--- config.mk ---
export PLATFORM = sky130hd
export DESIGN_NAME = stitch_seq_arbiter
export DESIGN_NICKNAME = d
export VERILOG_FILES = /design/src/rtl/stitch_pkg.sv /design/src/rtl/stitch_rr_pick.sv /design/src/rtl/stitch_seq_arbiter.sv
export SDC_FILE = /design/constraint.sdc
export NUM_CORES = 1
export LEC_CHECK = 0
export CAP_MARGIN = 30
export CORE_AREA = 2 2 235 237
export CTS_CLUSTER_SIZE = 30
export DETAILED_ROUTE_END_ITERATION = 16
export DIE_AREA = 0 0 237 239
export GPL_TIMING_DRIVEN = 1
export PLACE_DENSITY = 0.35
export SETUP_SLACK_MARGIN = 0.2
export SLEW_MARGIN = 10
export SYNTH_ARGS = -nofsm -noshare
export SYNTH_HDL_FRONTEND = slang
export SYNTH_SLANG_ARGS = --single-unit
--- constraint.sdc ---
create_clock -name clk_i -period 6.8 [get_ports clk_i]
set_clock_uncertainty 0.05 [all_clocks]
set_input_delay 0.68 -clock clk_i [delete_from_list [all_inputs] [get_ports clk_i]]
set_output_delay 0.68 -clock clk_i [all_outputs]
set_load 0.05 [all_outputs]
--- src/rtl/stitch_pkg.sv ---
// -----------------------------------------------------------------------------
// stitch_pkg
// Shared types and helpers for the Stitch cluster sequencer arbiter.
//   arb_state_e    : arbiter FSM states (IDLE, HOLD, LOCKED)
//   acc_addr_e     : accelerator destination address carried with a request
//   FrepMaxInstLsb : LSB of the FREP/IREP max_inst field inside the opcode
//   is_frep()      : true for FREP_O, FREP_I and IREP instructions
// -----------------------------------------------------------------------------
package stitch_pkg;

  typedef enum logic [1:0] {
    IDLE   = 2'd0,
    HOLD   = 2'd1,
    LOCKED = 2'd2
  } arb_state_e;

  typedef enum logic [1:0] {
    FP_SS  = 2'd0,
    DMA_SS = 2'd1,
    INT_SS = 2'd2,
    RVV_SS = 2'd3
  } acc_addr_e;

  localparam int unsigned FrepMaxInstLsb = 20;

  // FREP_O (bit 7 set) and FREP_I (bit 7 clear) share the custom-0 opcode,
  // so the 7-bit opcode alone identifies both; IREP has its own opcode.
  localparam logic [6:0] OpcodeFrep = 7'b0001011;
  localparam logic [6:0] OpcodeIrep = 7'b0111111;

  function automatic logic is_frep(input logic [31:0] op);
    return (op[6:0] == OpcodeFrep) || (op[6:0] == OpcodeIrep);
  endfunction

endpackage

--- src/rtl/stitch_rr_pick.sv ---
// -----------------------------------------------------------------------------
// stitch_rr_pick
// Combinational cyclic priority picker: returns the first asserted valid bit at
// or after ptr_i, wrapping from NumReq-1 back to 0.
//   valid_i [NumReq]  : request valid vector
//   ptr_i   [SrcBits] : index with highest priority this cycle
//   idx_o   [SrcBits] : picked index (equals ptr_i when nothing is valid)
//   found_o           : at least one request is valid
// -----------------------------------------------------------------------------
module stitch_rr_pick #(
  parameter  int unsigned NumReq  = 2,
  localparam int unsigned SrcBits = $clog2(NumReq)
) (
  input  logic [NumReq-1:0]  valid_i,
  input  logic [SrcBits-1:0] ptr_i,
  output logic [SrcBits-1:0] idx_o,
  output logic               found_o
);

  logic [SrcBits-1:0] cand;

  always_comb begin
    // NOTE: every output of a combinational block gets a default before any
    // conditional assignment, otherwise synthesis infers a latch.
    idx_o   = ptr_i;
    found_o = 1'b0;
    cand    = '0;
    for (int unsigned i = 0; i < NumReq; i++) begin
      cand = SrcBits'((32'(ptr_i) + i) % NumReq);
      if (!found_o && valid_i[cand]) begin
        found_o = 1'b1;
        idx_o   = cand;
      end
    end
  end

endmodule

--- src/rtl/stitch_seq_arbiter.sv ---
// -----------------------------------------------------------------------------
// stitch_seq_arbiter
// Shares one stitch_sequencer offload port between NumReq requesters. Grants
// round-robin per instruction, holds the selection while the output stalls,
// and locks onto a requester for the whole body of an FREP/IREP loop so loop
// bodies are never interleaved with another requester's instructions.
// Zero-latency: the output is a combinational mux of the selected input.
//
// Ports
//   clk_i, rst_ni           : clock, asynchronous active-low reset
//   inp_q*_i [NumReq]       : per-requester request payload and valid
//   inp_qready_o [NumReq]   : per-requester ready (one-hot or zero)
//   oup_q*_o, oup_qvalid_o  : selected request towards the sequencer
//   oup_qready_i            : sequencer ready
//   oup_src_o               : index of the selected requester
//   busy_o                  : arbiter is in HOLD or LOCKED
//   perf_grant_cnt_o        : (STITCH_SEQ_ARB_PERF_EN) transfers per requester
//   perf_lock_stall_o       : (STITCH_SEQ_ARB_PERF_EN) cycles a non-holder is
//                             valid while LOCKED
//
// Optional feature macro: STITCH_SEQ_ARB_PERF_EN (saturating perf counters).
// -----------------------------------------------------------------------------
module stitch_seq_arbiter
  import stitch_pkg::*;
#(
  parameter  int unsigned NumReq      = 2,
  parameter  int unsigned AddrWidth   = 32,
  parameter  int unsigned DataWidth   = 64,
  parameter  int unsigned MaxInstBits = 4,
  localparam int unsigned SrcBits     = $clog2(NumReq)
) (
  input  logic                                clk_i,
  input  logic                                rst_ni,
  input  acc_addr_e [NumReq-1:0]              inp_qaddr_i,
  input  logic      [NumReq-1:0][4:0]         inp_qid_i,
  input  logic      [NumReq-1:0][31:0]        inp_qdata_op_i,
  input  logic      [NumReq-1:0][DataWidth-1:0] inp_qdata_arga_i,
  input  logic      [NumReq-1:0][DataWidth-1:0] inp_qdata_argb_i,
  input  logic      [NumReq-1:0][AddrWidth-1:0] inp_qdata_argc_i,
  input  logic      [NumReq-1:0]              inp_qvalid_i,
  output logic      [NumReq-1:0]              inp_qready_o,
  output acc_addr_e                           oup_qaddr_o,
  output logic      [4:0]                     oup_qid_o,
  output logic      [31:0]                    oup_qdata_op_o,
  output logic      [DataWidth-1:0]           oup_qdata_arga_o,
  output logic      [DataWidth-1:0]           oup_qdata_argb_o,
  output logic      [AddrWidth-1:0]           oup_qdata_argc_o,
  output logic      [SrcBits-1:0]             oup_src_o,
  output logic                                oup_qvalid_o,
  input  logic                                oup_qready_i,
`ifdef STITCH_SEQ_ARB_PERF_EN
  output logic      [NumReq-1:0][31:0]        perf_grant_cnt_o,
  output logic      [31:0]                    perf_lock_stall_o,
`endif
  output logic                                busy_o
);

  arb_state_e           state_q;
  logic [SrcBits-1:0]   rr_ptr_q;
  logic [SrcBits-1:0]   sel_q;
  logic [MaxInstBits:0] body_cnt_q;

  logic [SrcBits-1:0]   pick_idx;
  logic                 pick_found;
  logic [SrcBits-1:0]   sel;
  logic                 sel_valid;
  logic                 xfer;
  logic                 stall;
  logic [31:0]          sel_op;
  logic [MaxInstBits:0] body_load;

  function automatic logic [SrcBits-1:0] wrap_inc(input logic [SrcBits-1:0] idx);
    return (idx == SrcBits'(NumReq - 1)) ? '0 : idx + 1'b1;
  endfunction

  stitch_rr_pick #(
    .NumReq (NumReq)
  ) i_rr_pick (
    .valid_i (inp_qvalid_i),
    .ptr_i   (rr_ptr_q),
    .idx_o   (pick_idx),
    .found_o (pick_found)
  );

  // Only IDLE arbitrates; HOLD and LOCKED keep the registered selection.
  assign sel       = (state_q == IDLE) ? pick_idx : sel_q;
  // Gating with rst_ni keeps the handshake quiet while reset is asserted,
  // even though the mux itself is combinational.
  assign sel_valid = rst_ni & inp_qvalid_i[sel];
  assign xfer      = sel_valid & oup_qready_i;
  assign stall     = sel_valid & ~oup_qready_i;
  assign sel_op    = inp_qdata_op_i[sel];
  // Loop count includes the max_inst+1 body instructions; one extra bit so
  // the all-ones field cannot overflow.
  assign body_load = {1'b0, sel_op[FrepMaxInstLsb +: MaxInstBits]} + (MaxInstBits+1)'(1);

  assign oup_qvalid_o     = sel_valid;
  assign oup_src_o        = sel;
  assign oup_qaddr_o      = inp_qaddr_i[sel];
  assign oup_qid_o        = inp_qid_i[sel];
  assign oup_qdata_op_o   = sel_op;
  assign oup_qdata_arga_o = inp_qdata_arga_i[sel];
  assign oup_qdata_argb_o = inp_qdata_argb_i[sel];
  assign oup_qdata_argc_o = inp_qdata_argc_i[sel];
  assign busy_o           = (state_q != IDLE);

  always_comb begin
    inp_qready_o = '0;
    if (rst_ni) inp_qready_o[sel] = oup_qready_i;
  end

  always_ff @(posedge clk_i or negedge rst_ni) begin
    if (!rst_ni) begin
      state_q    <= IDLE;
      rr_ptr_q   <= '0;
      sel_q      <= '0;
      body_cnt_q <= '0;
    end else begin
      // NOTE: sequential state is updated with non-blocking assignments so
      // every register samples values from before the clock edge.
      unique case (state_q)
        IDLE, HOLD: begin
          if (xfer) begin
            rr_ptr_q <= wrap_inc(sel);
            if (is_frep(sel_op)) begin
              body_cnt_q <= body_load;
              sel_q      <= sel;
              state_q    <= LOCKED;
            end else begin
              state_q <= IDLE;
            end
          end else if (stall) begin
            sel_q   <= sel;
            state_q <= HOLD;
          end
        end
        LOCKED: begin
          // Any instruction from the holder, including a nested FREP or a
          // sequencer pass-through op, counts as one body instruction.
          if (xfer) begin
            body_cnt_q <= body_cnt_q - 1'b1;
            if (body_cnt_q == (MaxInstBits+1)'(1)) begin
              state_q  <= IDLE;
              rr_ptr_q <= wrap_inc(sel_q);
            end
          end
        end
        default: state_q <= IDLE;
      endcase
    end
  end

`ifdef STITCH_SEQ_ARB_PERF_EN
  logic [NumReq-1:0] holder_mask;
  logic              lock_stall;

  always_comb begin
    holder_mask        = '0;
    holder_mask[sel_q] = 1'b1;
  end

  assign lock_stall = (state_q == LOCKED) && |(inp_qvalid_i & ~holder_mask);

  always_ff @(posedge clk_i or negedge rst_ni) begin
    if (!rst_ni) begin
      perf_grant_cnt_o  <= '0;
      perf_lock_stall_o <= '0;
    end else begin
      if (xfer && (perf_grant_cnt_o[sel] != '1))
        perf_grant_cnt_o[sel] <= perf_grant_cnt_o[sel] + 32'd1;
      if (lock_stall && (perf_lock_stall_o != '1))
        perf_lock_stall_o <= perf_lock_stall_o + 32'd1;
    end
  end
`endif

  a_ready_onehot0 : assert property (@(posedge clk_i) disable iff (!rst_ni)
    $onehot0(inp_qready_o));

  a_locked_cnt_nonzero : assert property (@(posedge clk_i) disable iff (!rst_ni)
    (state_q == LOCKED) |-> (body_cnt_q != '0));

  a_stall_stable : assert property (@(posedge clk_i) disable iff (!rst_ni)
    (oup_qvalid_o && !oup_qready_i) |=>
      (oup_qvalid_o && $stable(oup_src_o) && $stable(oup_qdata_op_o) &&
       $stable(oup_qdata_arga_o) && $stable(oup_qdata_argb_o) &&
       $stable(oup_qdata_argc_o)));

endmodule

==> impl_metrics.prom <==
# TYPE chip_impl_metric gauge
chip_impl_info{name="run_status",value="complete, no violations"} 1
chip_impl_metric{name="cts_hold_buffers",unit=""} 0
chip_impl_metric{name="crit_required",unit="ns"} 6.07
chip_impl_metric{name="m1WireLength",unit="um"} 12400
chip_impl_metric{name="synth_simple_gate_area_share",unit="%"} 77.1
chip_impl_metric{name="placement.io_buffers",unit=""} 606
chip_impl_metric{name="synth-edff-count",unit=""} 0
chip_impl_metric{name="fin_nets",unit=""} 1713
chip_impl_metric{name="ys_seq_area_share",unit="%"} 7.02
chip_impl_metric{name="synthMuxAreaShare",unit="%"} 1.17
chip_impl_metric{name="placementRows",unit=""} 86
chip_impl_metric{name="mappedNetlistArea",unit="um^2"} 3210
chip_impl_metric{name="synth_warnings",unit=""} 0
chip_impl_metric{name="yosys.area_share.adder",unit="%"} 1.17
chip_impl_metric{name="seq_power_share",unit="%"} 1.6
chip_impl_info{name="synth_top_family_by_area",value="simple AND/OR/NAND/NOR gates"} 1
chip_impl_metric{name="detailedRoute.firstIterationViolations",unit=""} 175
chip_impl_info{name="worstReg2RegStart",value="state_q[1]"} 1
chip_impl_metric{name="cts.path.max_buffers",unit=""} 2
chip_impl_metric{name="postSynth.asyncResetShare",unit="%"} 100
chip_impl_metric{name="final-hold-violation-count",unit=""} 0
chip_impl_metric{name="gp_congestion",unit=""} 0.786
chip_impl_info{name="critical_path.reg2reg.endpoint",value="body_cnt_q[2]"} 1
chip_impl_metric{name="grt-ovfl-total",unit=""} 0
chip_impl_info{name="cts.root.buffer_cell",value="sky130_fd_sc_hd__clkbuf_16"} 1
chip_impl_metric{name="crit_fanout",unit=""} 97
chip_impl_info{name="cell_taking_the_most_area_after_synthesis",value="sky130_fd_sc_hd__nand2_1"} 1
chip_impl_metric{name="critical_path.max_stage_delay",unit="ns"} 0.71
chip_impl_metric{name="detail_route.wl_per_cell",unit="um"} 15.8
chip_impl_info{name="endpoint_kind",value="output pin"} 1
chip_impl_metric{name="drtPass1Iterations",unit=""} 4
chip_impl_metric{name="synth_xor_area_share",unit="%"} 0.546
chip_impl_metric{name="gr-usage-all-layers",unit="%"} 10.4
chip_impl_info{name="unrepaired_setup_endpoints_after_global_routing",value="false"} 1
chip_impl_metric{name="synth.avg_cell_area",unit="um^2"} 4.35
chip_impl_metric{name="final_report_max_slew_violation_count",unit=""} 0
chip_impl_metric{name="core_box_area",unit="um^2"} 54300
chip_impl_metric{name="clock_sink_count",unit=""} 9
chip_impl_metric{name="critical_path_buf_inv_count",unit=""} 4
chip_impl_metric{name="routed-via-count",unit=""} 6537
chip_impl_metric{name="placed_cells",unit=""} 2006
chip_impl_metric{name="via_count_of_the_first_global_routing_pass",unit=""} 6603
chip_impl_info{name="critical_path_class",value="in -> out"} 1
chip_impl_info{name="crit_path_slowest_cell",value="sky130_fd_sc_hd__clkdlybuf4s50_1"} 1
chip_impl_metric{name="routed_wl",unit="um"} 31800
chip_impl_metric{name="synthCells",unit=""} 738
chip_impl_metric{name="timing.fmax",unit="MHz"} 202
chip_impl_metric{name="min_period_over_period",unit="%"} 72.7
chip_impl_metric{name="met2WireLength",unit="um"} 16700
chip_impl_metric{name="footprint_of_the_flip_flops_and_latches",unit="um^2"} 225
chip_impl_metric{name="setup_viol",unit=""} 0
chip_impl_metric{name="chipHeight",unit="um"} 239
chip_impl_metric{name="post_drt_via_cell_ratio",unit=""} 3.25
chip_impl_metric{name="layout.cells.non_filler",unit=""} 2010
chip_impl_metric{name="swShare",unit="%"} 67.8
chip_impl_metric{name="compound_cell_area_share_of_the_yosys_netlist",unit="%"} 6.20
chip_impl_metric{name="timing.final.crit_period",unit="ns"} 4.95
chip_impl_info{name="hp-start",value="body_cnt_q[3]"} 1
chip_impl_info{name="critPathLaunchType",value="primary input"} 1
chip_impl_metric{name="leakage_power_total",unit="nW"} 4.48
chip_impl_metric{name="ratio_of_cells_with_drive_above_1_in_the_final_layout",unit="%"} 1.38
chip_impl_info{name="post-synth-top-count-cell",value="sky130_fd_sc_hd__nand2_1"} 1
chip_impl_metric{name="netSwitchingPower",unit="W"} 0.00330
chip_impl_info{name="critPathTopFamily",value="buffers and inverters"} 1
chip_impl_metric{name="worstHoldPathCells",unit=""} 1
chip_impl_metric{name="power.density_cell_area",unit="nW/um^2"} 482
chip_impl_metric{name="first_pass_grt_wire_length",unit="um"} 43900
chip_impl_metric{name="place_area",unit="um^2"} 10000
chip_impl_info{name="hold_class",value="reg -> reg"} 1
chip_impl_info{name="ys_top_cells_by_count",value="sky130_fd_sc_hd__nand2_1 (600), sky130_fd_sc_hd__clkbuf_1 (39), sky130_fd_sc_hd__dfrtp_1 (9), sky130_fd_sc_hd__nand3_1 (9), sky130_fd_sc_hd__o21ai_0 (9)"} 1
chip_impl_metric{name="clk_latency",unit="ns"} 0.24
chip_impl_info{name="synth_flop_cell",value="sky130_fd_sc_hd__dfrtp_1"} 1
chip_impl_metric{name="setup.reg_to_reg.worst_slack",unit="ns"} 3.21
chip_impl_info{name="crit_path_cell_trace",value="clkdlybuf4s50_1 > nor2b_2 > o211ai_2 > and2_4 > inv_6 > buf_12 > nand2_1 > nand2_1 > clkdlybuf4s50_1"} 1
chip_impl_metric{name="remaining_drc_errors",unit=""} 0
chip_impl_metric{name="worst_r2r_path_depth",unit=""} 12
chip_impl_metric{name="grt_max_degree",unit=""} 98
chip_impl_metric{name="antennaDiodeCount",unit=""} 0
chip_impl_info{name="top_layer",value="met5"} 1
chip_impl_metric{name="cts_buf_count",unit=""} 3
chip_impl_metric{name="met3_length",unit="um"} 2430
chip_impl_metric{name="flow.area_growth_from_synthesis",unit="%"} 215
chip_impl_metric{name="cts.htree.levels",unit=""} 1
chip_impl_metric{name="num-fill-cells",unit=""} 6266
chip_impl_metric{name="tightest_slew",unit="ns"} 0.831
chip_impl_metric{name="clkPwrFrac",unit="%"} 2.1
chip_impl_metric{name="synth_cell_type_count",unit=""} 40
chip_impl_metric{name="die_area",unit="um^2"} 56600
chip_impl_metric{name="total_i_o_pin_count",unit=""} 607
chip_impl_info{name="synth_top_cells_by_area",value="sky130_fd_sc_hd__nand2_1 (70%), sky130_fd_sc_hd__dfrtp_1 (7.0%), sky130_fd_sc_hd__clkbuf_1 (4.6%), sky130_fd_sc_hd__nand3_1 (1.4%), sky130_fd_sc_hd__o21ai_0 (1.4%)"} 1
chip_impl_metric{name="post_cts_resize_count",unit=""} 0
chip_impl_metric{name="cap_violations",unit=""} 0
chip_impl_metric{name="vdd_ir_drop_max",unit="mV"} 0.204
chip_impl_metric{name="dp.final_hpwl",unit="um"} 27400
chip_impl_metric{name="finish.instance_area",unit="um^2"} 10100
chip_impl_metric{name="setup_total_negative_slack",unit="ns"} 0
chip_impl_metric{name="arrival",unit="ns"} 4.22
chip_impl_metric{name="number_of_storage_elements_in_the_synthesis_netlist",unit=""} 9
chip_impl_info{name="cts_tree",value="done"} 1
chip_impl_metric{name="chipWidth",unit="um"} 237
chip_impl_metric{name="antenna_found_initial",unit=""} 2
chip_impl_info{name="timing.hold.worst_endpoint",value="body_cnt_q[3]"} 1
chip_impl_metric{name="drt.antenna.violating_nets",unit=""} 0
chip_impl_metric{name="combPwrFrac",unit="%"} 96.2
chip_impl_metric{name="multi_input_area",unit="um^2"} 2770
chip_impl_metric{name="p_int",unit="W"} 0.00157
chip_impl_metric{name="syn_nets",unit=""} 1144
chip_impl_metric{name="synth_top_area_share",unit="%"} 70.2
chip_impl_metric{name="slew_headroom",unit="%"} 44.6
chip_impl_metric{name="clk_pin_slew",unit="ns"} 0.04
chip_impl_metric{name="post-cts-setup-buffers",unit=""} 0
chip_impl_metric{name="effective_utilization_at_floorplan",unit="%"} 5.90
-- final cells by class --
cell class / instances / share of cell area [%]
multi-input cells: 675 / 27.4
inverters: 7 / 0.309
flip-flops and latches: 9 / 2.23
repair buffers: 611 / 60.6
clock buffers: 4 / 0.780
well taps: 704 / 8.71
-- flip-flops by register name, summed over array words and instances, names as in the netlist --
signal      cells
rr_ptr_q        1
state_q         2
sel_q           1
body_cnt_q      5
-- logic make-up (layout without fill, tap and decap cells) --
logic type               Yosys count  in the layout
AND/OR/NAND/NOR                  638            638
buffers and inverters             54            622
AO/OA/AOI/OAI                     29             29
flip-flops                         9              9
adder cells (fa/ha/maj)            3              3
multiplexers                       3              3
XOR/XNOR                           2              2
-- per-layer routing --
metal  vias to the layer above  GRT usage [%]
met3                        12           2.78
met4                         4           1.15
met1                      2826           11.6
li1                       3378              -
met2                       317           20.1
met5                         -              0
-- worst max-delay path by stage --
stage | startpoint | to | slack [ns] | cells past startpoint
floorplan | inp_qvalid_i[1] | inp_qready_o[0] | 3.61 | 8
global placement | inp_qvalid_i[1] | oup_qdata_op_o[14] | 1.84 | 9
detailed placement | inp_qvalid_i[0] | oup_qdata_op_o[14] | 1.87 | 9
CTS | inp_qvalid_i[0] | oup_qdata_op_o[14] | 1.85 | 9
global route | inp_qvalid_i[0] | oup_qdata_argb_o[17] | 1.65 | 9
finish | inp_qvalid_i[0] | oup_qdata_argb_o[4] | 1.85 | 9
-- layout by cell type, fill, tap and decap left out, types with 2 or more instances in the layout --
cell type	instances
sky130_fd_sc_hd__clkdlybuf4s50_1	606
sky130_fd_sc_hd__nor2_1	5
sky130_fd_sc_hd__buf_12	2
sky130_fd_sc_hd__a21o_1	2
sky130_fd_sc_hd__a211oi_1	2
sky130_fd_sc_hd__a21oi_1	5
sky130_fd_sc_hd__o31ai_1	2
sky130_fd_sc_hd__o21ai_0	9
sky130_fd_sc_hd__mux2_2	2
sky130_fd_sc_hd__nand4_1	2
sky130_fd_sc_hd__xor2_1	2
sky130_fd_sc_hd__inv_1	6
sky130_fd_sc_hd__clkbuf_16	3
sky130_fd_sc_hd__nand2_1	600
sky130_fd_sc_hd__nor2b_1	3
sky130_fd_sc_hd__buf_4	3
sky130_fd_sc_hd__nor3_1	7
sky130_fd_sc_hd__ha_1	3
sky130_fd_sc_hd__nand2b_1	2
sky130_fd_sc_hd__dfrtp_1	9
sky130_fd_sc_hd__nand3_1	9
sky130_fd_sc_hd__and3_1	2
-- per-stage QoR --
step	utilization (%)	setup slack [ns]	total power [W]	hold slack (ns)
after detailed placement	18.5	1.87	0.00485	0.459
final	18.6	1.85	0.00488	0.468
after global routing	18.6	1.65	0.00513	0.506
after floorplan	-	3.61	0.00302	0.334
after CTS	18.6	1.85	0.00497	0.468
after global placement	18.5	1.84	0.00487	0.463
-- power by group through the flow --
stage / combinational (W) / sequential, W / clock, W
final: 0.00469 / 0.0000793 / 0.000105
after global routing: 0.00494 / 0.0000806 / 0.000109
after CTS: 0.00479 / 0.0000790 / 0.000107
after detailed placement: 0.00478 / 0.0000795 / 0
after global placement: 0.00479 / 0.0000798 / 0
after floorplan: 0.00295 / 0.0000761 / 0
No activity file was read; power rests on OpenSTA's default activity.
